$ cat config.mk
export PLATFORM = sky130hd
export DESIGN_NAME = axis_ep_rx
export DESIGN_NICKNAME = d
export VERILOG_FILES = /design/src/rtl/axis_ep_rx.sv
export SDC_FILE = /design/constraint.sdc
export NUM_CORES = 1
export LEC_CHECK = 0
export CAP_MARGIN = 20
export CORE_AREA = 2 2 460 462
export DETAILED_ROUTE_END_ITERATION = 7
export DIE_AREA = 0 0 462 464
export DONT_BUFFER_PORTS = 1
export MAX_ROUTING_LAYER = met4
export PLACE_DENSITY_LB_ADDON = 0.1
export RECOVER_POWER = 100
export SLEW_MARGIN = 0
export SYNTH_ARGS = -nofsm -noshare
export SYNTH_HDL_FRONTEND = slang
export SYNTH_SLANG_ARGS = --single-unit
$ cat constraint.sdc
create_clock -name clk -period 4.05 [get_ports clk]
set_clock_uncertainty 0.2 [all_clocks]
set_input_delay 0.81 -clock clk [delete_from_list [all_inputs] [get_ports clk]]
set_output_delay 0.81 -clock clk [all_outputs]
set_load 0.02 [all_outputs]
$ cat src/rtl/axis_ep_rx.sv
// AXI4 write-slave endpoint for the inter-FPGA stream write protocol.
// Data bursts pass through to AXI-stream, control words go to a message port, and B responses are queued.
module axis_ep_rx #(
    parameter int ID_W    = 16,
    parameter int DATA_W  = 512,
    parameter int B_DEPTH = 2
) (
    input  logic              clk,
    input  logic              rst,
    input  logic              s_awvalid,
    output logic              s_awready,
    input  logic [63:0]       s_awaddr,
    input  logic [7:0]        s_awlen,
    input  logic [ID_W-1:0]   s_awid,
    input  logic              s_wvalid,
    output logic              s_wready,
    input  logic [DATA_W-1:0] s_wdata,
    input  logic              s_wlast,
    output logic              s_bvalid,
    input  logic              s_bready,
    output logic [ID_W-1:0]   s_bid,
    output logic [1:0]        s_bresp,
    output logic              m_tvalid,
    input  logic              m_tready,
    output logic [DATA_W-1:0] m_tdata,
    output logic [4:0]        m_tid,
    output logic              m_tlast,
    output logic              c_valid,
    input  logic              c_ready,
    output logic [18:0]       c_msg
);

    localparam int BQ_AW = $clog2(B_DEPTH);
    localparam logic [BQ_AW:0] BQ_FULL = (BQ_AW + 1)'(B_DEPTH);

    typedef enum logic [1:0] {IDLE, DATA, CTRL} state_t;

    state_t            state, state_next;
    logic [11:0]       addr_q;
    logic [7:0]        len_q;
    logic [ID_W-1:0]   id_q;
    logic [7:0]        beat_cnt;
    logic              err_q;
    logic              aw_fire, w_fire, burst_end, beat_err, resp_bad;
    logic [6:0]        win_end;
    logic [ID_W+1:0]   bq_mem [B_DEPTH];
    logic [BQ_AW-1:0]  bq_wr, bq_rd;
    logic [BQ_AW:0]    bq_cnt;
    logic              bq_push, bq_pop;
    logic              unused_addr;

    assign unused_addr = ^{s_awaddr[63:19], s_awaddr[5:0]};

    always_comb begin
        state_next = state;
        s_awready  = 1'b0;
        s_wready   = 1'b0;
        m_tvalid   = 1'b0;
        c_valid    = 1'b0;
        case (state)
            IDLE: begin
                s_awready = !rst && (bq_cnt < BQ_FULL);
                if (s_awvalid && !rst && (bq_cnt < BQ_FULL))
                    state_next = s_awaddr[18] ? CTRL : DATA;
            end
            DATA: begin
                m_tvalid = s_wvalid;
                s_wready = m_tready;
                if (s_wvalid && m_tready && s_wlast)
                    state_next = IDLE;
            end
            CTRL: begin
                // Only the first beat carries the message; extra beats are swallowed
                if (beat_cnt == 8'd0) begin
                    c_valid  = s_wvalid;
                    s_wready = c_ready;
                end else begin
                    s_wready = 1'b1;
                end
                if (s_wvalid && s_wready && s_wlast)
                    state_next = IDLE;
            end
            default: state_next = IDLE;
        endcase
    end

    assign aw_fire   = s_awvalid && s_awready;
    assign w_fire    = s_wvalid && s_wready;
    assign burst_end = w_fire && s_wlast;
    assign beat_err  = w_fire && ((state == CTRL && beat_cnt != 8'd0) ||
                                  (!s_wlast && beat_cnt == len_q));
    assign resp_bad  = err_q || beat_err || (beat_cnt != len_q);

    always_ff @(posedge clk) begin
        if (rst) state <= IDLE;
        else     state <= state_next;
    end

    always_ff @(posedge clk) begin
        if (rst) begin
            beat_cnt <= 8'd0;
            err_q    <= 1'b0;
        end else if (aw_fire) begin
            addr_q   <= s_awaddr[17:6];
            len_q    <= s_awlen;
            id_q     <= s_awid;
            beat_cnt <= 8'd0;
            err_q    <= 1'b0;
        end else if (w_fire) begin
            beat_cnt <= beat_cnt + 8'd1;
            if (beat_err) err_q <= 1'b1;
        end
    end

    // Window end is the 7-bit wrapped line index of the burst's final beat
    assign win_end = addr_q[6:0] + len_q[6:0];
    assign m_tdata = s_wdata;
    assign m_tid   = addr_q[11:7];
    assign m_tlast = s_wlast && (win_end == 7'h7F);
    assign c_msg   = {s_wdata[13], s_wdata[12:7], s_wdata[6], s_wdata[5:0], addr_q[4:0]};

    assign bq_push = burst_end;
    assign bq_pop  = s_bvalid && s_bready;

    always_ff @(posedge clk) begin
        if (bq_push) bq_mem[bq_wr] <= {id_q, resp_bad ? 2'b10 : 2'b00};
    end

    always_ff @(posedge clk) begin
        if (rst) begin
            bq_wr  <= '0;
            bq_rd  <= '0;
            bq_cnt <= '0;
        end else begin
            if (bq_push) bq_wr <= bq_wr + 1'b1;
            if (bq_pop)  bq_rd <= bq_rd + 1'b1;
            case ({bq_push, bq_pop})
                2'b10:   bq_cnt <= bq_cnt + 1'b1;
                2'b01:   bq_cnt <= bq_cnt - 1'b1;
                default: bq_cnt <= bq_cnt;
            endcase
        end
    end

    assign s_bvalid = (bq_cnt != '0);
    assign s_bid    = s_bvalid ? bq_mem[bq_rd][ID_W+1:2] : '0;
    assign s_bresp  = s_bvalid ? bq_mem[bq_rd][1:0] : 2'b00;

endmodule

# Word level (Yosys, flattened, before mapping)
# Memory sizes are Yosys's and may differ from the RTL's. A register that Yosys moved wholly into a read port is not among the register bits.
# Index checks and enable logic that the tools add are counted.
[word_totals]
mem_count = 1
elab_cells = 77
ff_bits = 51
ram_bits = 36
latch_bits = 0
romBits = 0
[op_classes]
n_reduce_logical = 29
add_sub_neg = 6
n_lt_le_gt_ge = 1
eq_ne = 10
shift = 0
multipliers = 0
mux = 20
n_div = 0
n_bitwise = 1
[mem_list]
columns = ["memory", "words", "width", "read_ports", "rd_clocked_by_memory_dff", "wr", "line_no", "source"]
rows = [
  ["bq_mem", 2, 18, 1, 1, 1, "46", "logic [ID_W+1:0] bq_mem [B_DEPTH];"],
]
[ops]
columns = ["op", "n"]
rows = [
  ["$mux 16", 1],
  ["$logic_and 1x1->1", 15],
  ["$mux 2", 6],
  ["$mux 1", 10],
  ["$add 8x1->8 const B", 1],
  ["$eq 8x8->1", 1],
  ["$logic_not 8->1", 1],
  ["$ne 8x8->1", 1],
  ["$reduce_bool 8->1", 1],
  ["$add 7x7->7", 1],
  ["$eq 7x7->1 const B", 1],
  ["$ne 2x2->1 const B", 3],
  ["$pmux 2 s3", 1],
  ["$eq 2x1->1 const B", 2],
  ["$eq 2x2->1 const B", 2],
  ["$pmux 2 s2", 1],
  ["$reduce_and 2->1", 2],
  ["$reduce_bool 2->1", 2],
  ["$logic_or 1x1->1", 3],
  ["$reduce_and 3->1", 1],
  ["$add 1x1->1 const B", 2],
  ["$add 2x1->2 const B", 1],
  ["$logic_not 1->1", 2],
  ["$logic_not 2->1", 1],
  ["5 further kinds", 5],
]

# Depth between registers and ports, before layout
[logic_depth]
depth_word = 9
mapped_depth = 10

# Least setup slack after synthesis
# Ideal clock, no wire load.
[synth_path]
path_kind = "input -> register"
startpoint = "input rst"
endpoint = "register beat_cnt[5]"
setup_ns = 0.130
cell_stages = 6
path_slack_ns = 0.860
arrival_ns = 2.861
path_buffers = 2
path_cell_list = "buf_2 -> nor4bb_1 -> clkbuf_1 -> nor2_1 -> nand2_1 -> mux2i_1"
[synth_between]
elab_chain_cells = 5
[synth_lines]
columns = ["item", "line_no", "source"]
rows = [
  ["start: declaration", "9", "input logic rst,"],
  ["$logic_not 1->1", "62", "s_awready = !rst && (bq_cnt < BQ_FULL);"],
  ["$logic_and 1x1->1", "62", ""],
  ["$mux 1", "60", "case (state)"],
  ["$logic_and 1x1->1", "87", "assign aw_fire = s_awvalid && s_awready;"],
  ["$reduce_or 2->1 (no source line) (*)", "--", ""],
  ["end signal: assignment", "110", "beat_cnt <= beat_cnt + 8'd1;"],
  ["end: declaration", "42", "logic [7:0] beat_cnt;"],
]
# Mark *: on every way between the ends. The rest lies on a longest branch, timed or not.
# A chain may end at the register's enable or synchronous reset.

# Worst setup path after layout
[layout_path]
startpoint = "register addr_q[0]"
endpoint = "output m_tlast"
[layout_between]
elab_chain_cells = 3
[layout_lines]
columns = ["item", "line_no", "source"]
rows = [
  ["start: declaration", "39", "logic [11:0] addr_q;"],
  ["start signal: assignment", "104", "addr_q <= s_awaddr[17:6];"],
  ["$add 7x7->7", "116", "assign win_end = addr_q[6:0] + len_q[6:0];"],
  ["$eq 7x7->1", "119", "assign m_tlast = s_wlast && (win_end == 7'h7F);"],
  ["$logic_and 1x1->1", "119", ""],
  ["end: declaration", "27", "output logic m_tlast,"],
]
# Every way passes these cells.

==> flow_metrics.py <==
metrics = {
    "final_layout": {
        "nets": 898,
        "seq_area_um2": 2420,
        "final_cell_mix": "70 x edfxtp_1, 24 x nor2_1, 23 x mux2i_1, 16 x dfxtp_1, 14 x xor2_1",
        "area_growth_pct": -2.48,
        "fillers": 24752,
        "drive_gt1_frac": 0.110,
        "multi_input_area_um2": 1160,
        "final_common_cell": "edfxtp_1",
        "fin_util": 0.0360,
    },
    "sta": {
        "slew_headroom": -0.107,
        "fmax_mhz": 276,
        "worst_pin_slew_ps": 1660,
        "rsz0062_at_grt": "false",
        "hold_viol": 0,
        "period_needed_ps": 3620,
        "period_share": 0.893,
        "setup_viol": 0,
        "setup_tns_ps": 0,
        "slew_viol_final": 47,
    },
    "drt": {
        "route.met2.wl_um": 55100,
        "met3_length_um": 53700,
        "routedWlPerCell_um": 39.7,
        "drc": 0,
        "dr.pass1.iters": 4,
        "highest_layer": "met4",
        "finalWirelength_um": 123000,
        "vias": 3233,
        "drtIter0Drc": 118,
        "wl_met1_um": 11800,
        "vias_per_cell": 1.05,
        "antenna_left": 0,
    },
    "logic_synthesis": {
        "yosysTopAreaCell": "buf_4",
        "synthCells": 796,
        "yosysWarnings": 0,
        "ys_types": 50,
        "yosysTopAreaCellShare": 0.522,
        "synthFlopType": "edfxtp_1",
        "synthesis.area_um2": 7720,
        "synthTopCellsByArea": "buf_4 52%, edfxtp_1 27%, dfxtp_1 4.2%",
        "synth_edf_count": 70,
        "syn-num-nets": 1417,
        "syn_avg_cell_area_um2": 9.69,
        "yosysSeqAreaShare": 0.314,
        "synthArstFlopShare": 0,
        "ys_ff_latch": 86,
    },
    "setup_path": {
        "rr_startpoint": "beat_cnt[0]$_SDFFE_PP0P_",
        "arrival_ps": 2610,
        "worst-path-max-fanout": 2,
        "critPathLaunchType": "flop",
        "r2r_end": "bq_mem[0][2]$_DFFE_PP_",
        "r2r_slack_ps": 520,
        "endpoint_kind": "output pin",
        "ff2ff_path_depth": 7,
        "critPathRequiredTime_ps": 3040,
        "crit_type": "reg -> out",
    },
    "power_and_ir_drop": {
        "power.density_nw_per_um2": 277,
        "vdd_drop_max_mv": 0.235,
        "power.leakage_nw": 1.41,
    },
    "global_route": {
        "grt_use_total": 0.112,
        "antenna_found_initial": 5,
        "overflow": 0,
        "grt_max_degree": 28,
        "grt_pass1_wl_um": 130000,
        "grt_pass1_vias": 3342,
    },
    "die": {
        "coreArea_um2": 209000,
        "chipWidth_um": 462,
        "dieArea_um2": 214000,
        "start_util": 0.0369,
        "dieHeight_um": 464,
        "io_pins": 1168,
        "rows": 168,
    },
    "placed_design": {
        "gp_congestion": 0.859,
        "numPortBuffers": 0,
        "dp_hpwl_um": 117000,
    },
    "outcome": {
        "status": "finished, violations left",
        "violations": "capacitance limit, slew limit",
    },
    "cts": {
        "cts_sinks": 86,
        "cts_tree": "built",
        "postCtsHoldBufs": 0,
        "clkSlewWorstSetupHoldPaths_ps": 80,
        "clk_path_buf_depth": 2,
        "ctsResizeCount": 0,
        "htreeDepth": 3,
        "cts-root-buf": "clkbuf_16",
        "cts_buffers": 9,
        "postCtsSetupBuffers": 0,
        "clk_latency_ps": 390,
    },
    "worst_hold_path": {
        "hp-class": "reg -> reg",
        "hp-start": "id_q[1]$_DFFE_PP_",
        "whs_endpoint": "bq_mem[0][3]$_DFFE_PP_",
        "hold_depth": 0,
    },
    "job": {
        "max_cap_viol_count": 2,
    },
}
flip-flops by register name, summed over array words and instances (netlist names), named ones only:
register / cells
bq_mem: 34
state: 2
len_q: 8
id_q: 16
bq_rd: 1
addr_q: 12
err_q: 1
bq_cnt: 2
beat_cnt: 8
bq_wr: 1
worst max-delay path by stage:
stage,start,to,slack [ps],cells after the start
after floorplan,rst,beat_cnt[5]$_SDFFE_PP0P_,860,6
after global placement,addr_q[0]$_DFFE_PP_,m_tlast,710,8
after detailed placement,addr_q[0]$_DFFE_PP_,m_tlast,780,8
after CTS,addr_q[0]$_DFFE_PP_,m_tlast,330,8
after global routing,addr_q[0]$_DFFE_PP_,m_tlast,190,8
final,addr_q[0]$_DFFE_PP_,m_tlast,430,8
cells by family (layout without fill, tap and decap cells):
group / after synthesis / count (layout) / share of synthesized area
and+or+nand+nor: 72 / 72 / 0.0495
muxes: 24 / 24 / 0.0318
DFF: 86 / 86 / 0.314
xor gates and xnor gates: 17 / 17 / 0.0193
AOI/OAI and AO/OA: 27 / 27 / 0.0298
adders and majority gates: 13 / 13 / 0.0221
other: 1 / 3 / 0.000486
buffers and inverters: 556 / 42 / 0.533
cell usage after synthesis, types with 2 or more instances:
cell / count
xor2_1: 14
edfxtp_1: 70
nor2b_1: 3
dfxtp_1: 16
nand2_1: 11
buf_4: 537
ha_1: 12
a21oi_1: 2
or3_1: 6
buf_2: 3
inv_1: 12
o21a_1: 3
o32ai_1: 2
nor4_1: 2
nor2_1: 25
o211a_1: 2
nor3_1: 6
nand3_1: 5
clkbuf_1: 3
a21boi_0: 2
nand4_1: 2
xnor2_1: 3
a211oi_1: 4
and2_1: 2
nor3b_1: 2
mux2i_1: 23
cell type report:
class / count / share of cell area
sequential: 86 / 0.322
clock buffer: 9 / 0.0299
antenna: 2 / 0.000665
clock inverter: 7 / 0.0118
timing repair buffer: 14 / 0.00931
inverter: 12 / 0.00599
multi-input combinational: 154 / 0.154
tap: 2805 / 0.466
layer usage:
layer / vias up / global-route usage
li1: 997 / -
met3: 103 / 0.225
met5: - / -
met1: 1225 / 0.0297
met4: 0 / 0.0189
met2: 908 / 0.173
stage by stage:
stage	hold slack (ps)	instances	setup WS, ps	total power, mW	instance area, um2
after floorplan	221	796	860	1.88	7720
after detailed placement	234	3071	776	1.18	7290
after CTS	245	3087	327	2.17	7600
final	240	3089	433	2.08	7520
after global placement	230	3071	709	1.18	7290
after global routing	251	3089	188	2.20	7520
where the power goes:
group | switching [mW] | internal, mW | leakage, nW
Clock | 0.448 | 0.492 | 0.150
Combinational | 0.0886 | 0.0385 | 0.489
Sequential | 0.0250 | 0.990 | 0.774
worst max-delay path, stage by stage (launching register included):
cell	delay [ps]
edfxtp_1	560
ha_1	240
inv_1	50
fa_1	370
xor2_1	170
nor3b_1	240
nand4_1	120
nor3_1	230
clkbuf_1	260
(Power assumes the default switching activity.)
